--- src/rtl/mips_mmio_bridge.sv ---
// MIPS memory-mapped I/O bridge: RAM pass-through plus LED, cycle counter,
// and a 4-deep TX FIFO feeding an 8N1 UART transmitter at 0xFFFF_000x.
module mips_mmio_bridge #(
    parameter int unsigned CLKS_PER_BIT = 16
) (
    input  logic        clk,
    input  logic        rstb,
    input  logic [31:0] mem_addr,
    input  logic [31:0] mem_wr_data,
    input  logic        mem_wr_ena,
    output logic [31:0] mem_rd_data,
    input  logic [31:0] ram_rd_data,
    output logic        ram_wr_ena,
    output logic [7:0]  leds,
    output logic        uart_tx
);

    typedef enum logic [1:0] {IDLE, START, DATA, STOP} tx_state_t;

    localparam logic [15:0] BAUD_LAST = 16'(CLKS_PER_BIT - 1);

    logic        mmio_hit, reg_ok;
    logic [1:0]  reg_sel;
    logic        wr_led, wr_cycle, wr_tx, wr_status;
    logic [31:0] cycle_cnt;

    logic [7:0]  fifo_mem [4];
    logic [1:0]  wr_ptr, rd_ptr;
    logic [2:0]  fifo_cnt;
    logic        full, empty, overflow, push, pop;

    tx_state_t   state, state_nx;
    logic [15:0] baud_cnt, baud_nx;
    logic [2:0]  bit_idx, bit_nx;
    logic [7:0]  shreg, shreg_nx;
    logic        tx_nx, busy, bit_end;

    logic        unused_ok;
    assign unused_ok = ^{mem_addr[1:0], mem_wr_data[31:8]};

    assign mmio_hit  = (mem_addr[31:16] == 16'hFFFF);
    assign reg_ok    = mmio_hit && (mem_addr[15:4] == 12'h000);
    assign reg_sel   = mem_addr[3:2];
    assign ram_wr_ena = mem_wr_ena & ~mmio_hit;

    assign wr_led    = mem_wr_ena && reg_ok && (reg_sel == 2'd0);
    assign wr_cycle  = mem_wr_ena && reg_ok && (reg_sel == 2'd1);
    assign wr_tx     = mem_wr_ena && reg_ok && (reg_sel == 2'd2);
    assign wr_status = mem_wr_ena && reg_ok && (reg_sel == 2'd3);

    assign full  = (fifo_cnt == 3'd4);
    assign empty = (fifo_cnt == 3'd0);
    assign push  = wr_tx && !full;
    assign busy  = (state != IDLE);

    always_comb begin
        mem_rd_data = '0;
        if (!mmio_hit) begin
            mem_rd_data = ram_rd_data;
        end else if (reg_ok) begin
            case (reg_sel)
                2'd0:    mem_rd_data = {24'b0, leds};
                2'd1:    mem_rd_data = cycle_cnt;
                2'd2:    mem_rd_data = '0;
                default: mem_rd_data = {25'b0, fifo_cnt, overflow, busy, empty, full};
            endcase
        end
    end

    always_ff @(posedge clk) begin
        if (!rstb) begin
            leds      <= '0;
            cycle_cnt <= '0;
        end else begin
            if (wr_led) leds <= mem_wr_data[7:0];
            cycle_cnt <= wr_cycle ? '0 : cycle_cnt + 32'd1;
        end
    end

    always_ff @(posedge clk) begin
        if (push) fifo_mem[wr_ptr] <= mem_wr_data[7:0];
    end

    // Overflow is judged on the pre-edge full flag, so a same-cycle pop does not rescue the write.
    always_ff @(posedge clk) begin
        if (!rstb) begin
            wr_ptr   <= '0;
            rd_ptr   <= '0;
            fifo_cnt <= '0;
            overflow <= 1'b0;
        end else begin
            if (push) wr_ptr <= wr_ptr + 2'd1;
            if (pop)  rd_ptr <= rd_ptr + 2'd1;
            case ({push, pop})
                2'b10:   fifo_cnt <= fifo_cnt + 3'd1;
                2'b01:   fifo_cnt <= fifo_cnt - 3'd1;
                default: fifo_cnt <= fifo_cnt;
            endcase
            if (wr_tx && full)
                overflow <= 1'b1;
            else if (wr_status && mem_wr_data[3])
                overflow <= 1'b0;
        end
    end

    assign bit_end = (baud_cnt == BAUD_LAST);

    always_comb begin
        state_nx = state;
        baud_nx  = baud_cnt;
        bit_nx   = bit_idx;
        shreg_nx = shreg;
        tx_nx    = uart_tx;
        pop      = 1'b0;
        case (state)
            IDLE: begin
                tx_nx   = 1'b1;
                baud_nx = '0;
                if (!empty) begin
                    pop      = 1'b1;
                    shreg_nx = fifo_mem[rd_ptr];
                    state_nx = START;
                    tx_nx    = 1'b0;
                end
            end
            START: begin
                baud_nx = baud_cnt + 16'd1;
                if (bit_end) begin
                    baud_nx  = '0;
                    bit_nx   = '0;
                    state_nx = DATA;
                    tx_nx    = shreg[0];
                end
            end
            DATA: begin
                baud_nx = baud_cnt + 16'd1;
                if (bit_end) begin
                    baud_nx = '0;
                    if (bit_idx == 3'd7) begin
                        state_nx = STOP;
                        tx_nx    = 1'b1;
                    end else begin
                        bit_nx   = bit_idx + 3'd1;
                        shreg_nx = {1'b0, shreg[7:1]};
                        tx_nx    = shreg[1];
                    end
                end
            end
            STOP: begin
                baud_nx = baud_cnt + 16'd1;
                if (bit_end) begin
                    baud_nx  = '0;
                    state_nx = IDLE;
                    tx_nx    = 1'b1;
                end
            end
            default: begin
                state_nx = IDLE;
                baud_nx  = '0;
                tx_nx    = 1'b1;
            end
        endcase
    end

    always_ff @(posedge clk) begin
        if (!rstb) begin
            state    <= IDLE;
            baud_cnt <= '0;
            bit_idx  <= '0;
            shreg    <= '0;
            uart_tx  <= 1'b1;
        end else begin
            state    <= state_nx;
            baud_cnt <= baud_nx;
            bit_idx  <= bit_nx;
            shreg    <= shreg_nx;
            uart_tx  <= tx_nx;
        end
    end

endmodule

--- config.mk ---
export PLATFORM = sky130hd
export DESIGN_NAME = mips_mmio_bridge
export DESIGN_NICKNAME = d
export VERILOG_FILES = /design/src/rtl/mips_mmio_bridge.sv
export SDC_FILE = /design/constraint.sdc
export NUM_CORES = 1
export LEC_CHECK = 0
export ABC_AREA = 1
export BUFFER_PORTS_ARGS = -buffer_cell sky130_fd_sc_hd__buf_2
export CAP_MARGIN = 20
export CORE_UTILIZATION = 51
export CTS_CLUSTER_DIAMETER = 150
export CTS_CLUSTER_SIZE = 10
export DETAILED_ROUTE_END_ITERATION = 8
export PLACE_DENSITY = 0.76
export SETUP_SLACK_MARGIN = 0.05
export SLEW_MARGIN = 20
export SYNTH_ARGS = -nofsm -noshare
export SYNTH_HDL_FRONTEND = slang
export SYNTH_SLANG_ARGS = --single-unit
--- constraint.sdc ---
create_clock -name clk -period 5.95 [get_ports clk]
set_input_delay 0.8925 -clock clk [delete_from_list [all_inputs] [get_ports clk]]
set_output_delay 0.8925 -clock clk [all_outputs]
set_load 0.01 [all_outputs]
==> flow_summary.toml <==
[cts]
ctsHoldBuffers = 0
cts_tree = "done"
clk_latency_ps = 360
cts_root_buffer = "clkbuf_16"
post_cts_resized = 0
cts-buffers-inserted = 9
clk_pin_slew_ps = 80
clk_path_buf_depth = 2
cts_max_level = 3
clkSinkCount = 112
cts_setup_buffers = 0

[synthesis]
ys.flop_type = "dfxtp_1"
yosysSeqAreaShare = 0.4249
syn_area_per_cell_sq_um = 7.145
synth_edf_count = 32
synth_area_sq_mm = 0.006031
synth_cell_types = 41
synthArstFlopShare = 0
synthCells = 844
syn_nets = 957
yosys_warnings = 0
ys_ff_latch = 112

[timing]
worst_slew_pin_slew_ps = 869.1
hold_ws_ps = 451.7
rsz0062_at_grt = "false"
tns_ps = 0
slew_violations = 0
final.period_utilization = 0.6097
fin_worst_skew_ps = 5.424
timing.final.crit_period_ps = 3628
timing.final.hold_violations = 0
timing.fmax_mhz = 275.7
relSlewSlack = 0.4199
final-setup-viol-count = 0

[place]
place_congestion = 0.8702
dp_hpwl_mm = 10.65
port_buffers = 114
placed_area_sq_mm = 0.006663

[worst_setup_path]
crit_chain = "buf_2, inv_1, nor2_2, inv_1, o22ai_1, a21oi_1, o21ai_0, buf_2"
cp_slowest_stage_delay_ps = 510
cp-end-kind = "primary output"
crit_slowest_cell = "inv_1"
cp-start-kind = "primary input"
crit_buf_inv = 4
crit_type = "in2out"
crit_family = "buffers and inverters"
worstPathArrival_ps = 2740
crit_required_ps = 5060
crit_path_max_fanout = 24

[drt]
first_pass_iters = 5
wirelength_mm = 14.26
drc = 0
ant_nets = 0
route.detailed.wl_per_inst_um = 13.00
viasPerCell = 5.089
dr_total_vias = 5583
dr.first_iter.drc_count = 329

[power_and_ir_drop]
pwr-share-comb = 0.280
p_leak_nw = 3.098
ir_worst_vdd_v = 0.0002942
power_density_mw_per_mm2 = 294.6
p_int_w = 0.001331
power_frac_seq = 0.429
power.share.clock = 0.292
power_switching_w = 0.0007206
switching_share = 0.3512

[final_layout]
design_area_sq_mm = 0.006963
drive_gt1_frac = 0.1562
antennaDiodeCount = 0
fin_nets = 1062
area_growth_syn_to_layout_pct = 15.46

[floorplanning]
rows = 39
start_util = 0.5259
io_pins = 141
die_x_um = 110.7
core_area_sq_mm = 0.01147
die_area_sq_mm = 0.01226
fp.dieH_um = 110.7

[grt]
grtUsageTotal = 0.2394
grt_pass1_wl_mm = 23.77
grt_pass1_vias = 5206
grt_max_degree = 35
antenna_found_initial = 0
overflow = 0

[run_status]
run_status = "complete, no violations"

[hold_path]
hold_class = "reg2reg"

[job]
drv_cap = 0
cells by family after synthesis:
kind of cell	share of synthesized area
simple gates	0.3127
buf+inv	0.09979
compound gates	0.1091
flops	0.4249
xor+xnor	0.02324
fa+ha+maj	0.03029
Yosys cell counts, types with 3 or more instances:
| cell | n | area, sq um |
|---|---|---|
| edfxtp_1 | 32 | 960.9 |
| buf_6 | 4 | 45.04 |
| nor2_1 | 132 | 495.5 |
| inv_1 | 127 | 476.7 |
| nor2_2 | 6 | 37.54 |
| o31ai_1 | 18 | 135.1 |
| nand3_1 | 40 | 200.2 |
| a21oi_1 | 34 | 170.2 |
| o21ai_0 | 42 | 210.2 |
| nor3_1 | 22 | 110.1 |
| nand2_1 | 205 | 769.5 |
| buf_2 | 7 | 35.03 |
| xor2_1 | 14 | 122.6 |
| dfxtp_1 | 80 | 1602 |
| ha_1 | 13 | 162.7 |
| o221ai_1 | 3 | 26.28 |
| nor3b_1 | 3 | 22.52 |
| o22ai_1 | 11 | 68.82 |
| nand4_1 | 19 | 118.9 |
| clkbuf_1 | 7 | 26.28 |
worst paths after layout:
| check | depth (start not counted) | to | from | slack (ps) |
|---|---|---|---|---|
| min reg2reg | 1 | baud_cnt[0] | baud_cnt[0] | 450 |
| max | 8 | mem_rd_data[3] | mem_addr[2] | 2320 |
| max reg2reg | 11 | fifo_cnt[2] | state[0] | 3550 |
| min | 1 | baud_cnt[0] | baud_cnt[0] | 450 |
per-stage QoR:
stage / std cells / setup WS (ps) / total power [W] / utilization
6_report: 1097 / 2322 / 0.002052 / 0.6072
5_1_grt: 1097 / 2216 / 0.002185 / 0.6072
4_1_cts: 1097 / 2374 / 0.002062 / 0.6072
3_5_place_dp: 1081 / 2392 / 0.001459 / 0.5810
3_3_place_gp: 1081 / 2450 / 0.001446 / 0.5810
2_1_floorplan: 844 / 3073 / 0.001326 / -
power groups by stage:
stage / Combinational (W) / Sequential (W) / Clock [W]
2_1_floorplan: 0.000444 / 0.000882 / 0
3_3_place_gp: 0.000550 / 0.000896 / 0
3_5_place_dp: 0.000563 / 0.000896 / 0
4_1_cts: 0.000572 / 0.000879 / 0.000611
5_1_grt: 0.000655 / 0.000888 / 0.000642
6_report: 0.000574 / 0.000879 / 0.000599
placed cells by master (no fill, tap or decap), types with 2 or more instances in the layout:
master     Yosys  final
o31ai_1       18     18
inv_6          0      3
nor2_1       132    132
inv_1        127    127
xor2_1        14     14
inv_2          2      2
dfxtp_1       80     80
xnor2_1        2      2
nand3_2        2      2
nand4_1       19     19
nand2_2        2      2
edfxtp_1      32     32
ha_1          13     13
clkinv_8       0      2
o21ai_0       42     42
nor3_1        22     22
buf_2          7    114
o22ai_1       11     11
nor3b_1        3      3
nand2_1      205    205
nor2_2         6      6
nand3_1       40     40
clkbuf_16      0      9
o221ai_1       3      3
a21oi_1       34     34
registers in the layout, summed over array words and instances, names as in the netlist, named ones only:
| register | flops |
|---|---|
| cycle_cnt | 32 |
| shreg | 8 |
| fifo_cnt | 3 |
| wr_ptr | 2 |
| baud_cnt | 16 |
| rd_ptr | 2 |
| leds | 8 |
| state | 2 |
| uart_tx | 1 |
| overflow | 1 |
| fifo_mem | 32 |
| bit_idx | 3 |
worst register-to-register path, delay by kind of cell, from the launching register on:
kind                     cells  cell delay, ps
AO/OA/AOI/OAI                4             550
adder cells (fa/ha/maj)      3             820
flip-flops                   1             330
buffers and inverters        3             290
AND/OR/NAND/NOR              1             280
layout make-up:
| cell class | count | area (sq um) |
|---|---|---|
| multi-input combinational | 583 | 2867 |
| sequential | 112 | 2562 |
| timing repair buffer | 114 | 570.5 |
| clock buffer | 9 | 225.2 |
| tap | 143 | 178.9 |
| inverter | 129 | 484.2 |
| fill | 1100 | 4504 |
| clock inverter | 7 | 75.07 |
metal layers:
layer,global-route usage,share of wire,vias up
met4,0.08178,0.018,0
li1,-,-,2924
met3,0.04757,0.048,20
met1,0.2981,0.46,2497
met5,0,0,-
met2,0.4128,0.48,142
Power figures use the tool's default switching activity.
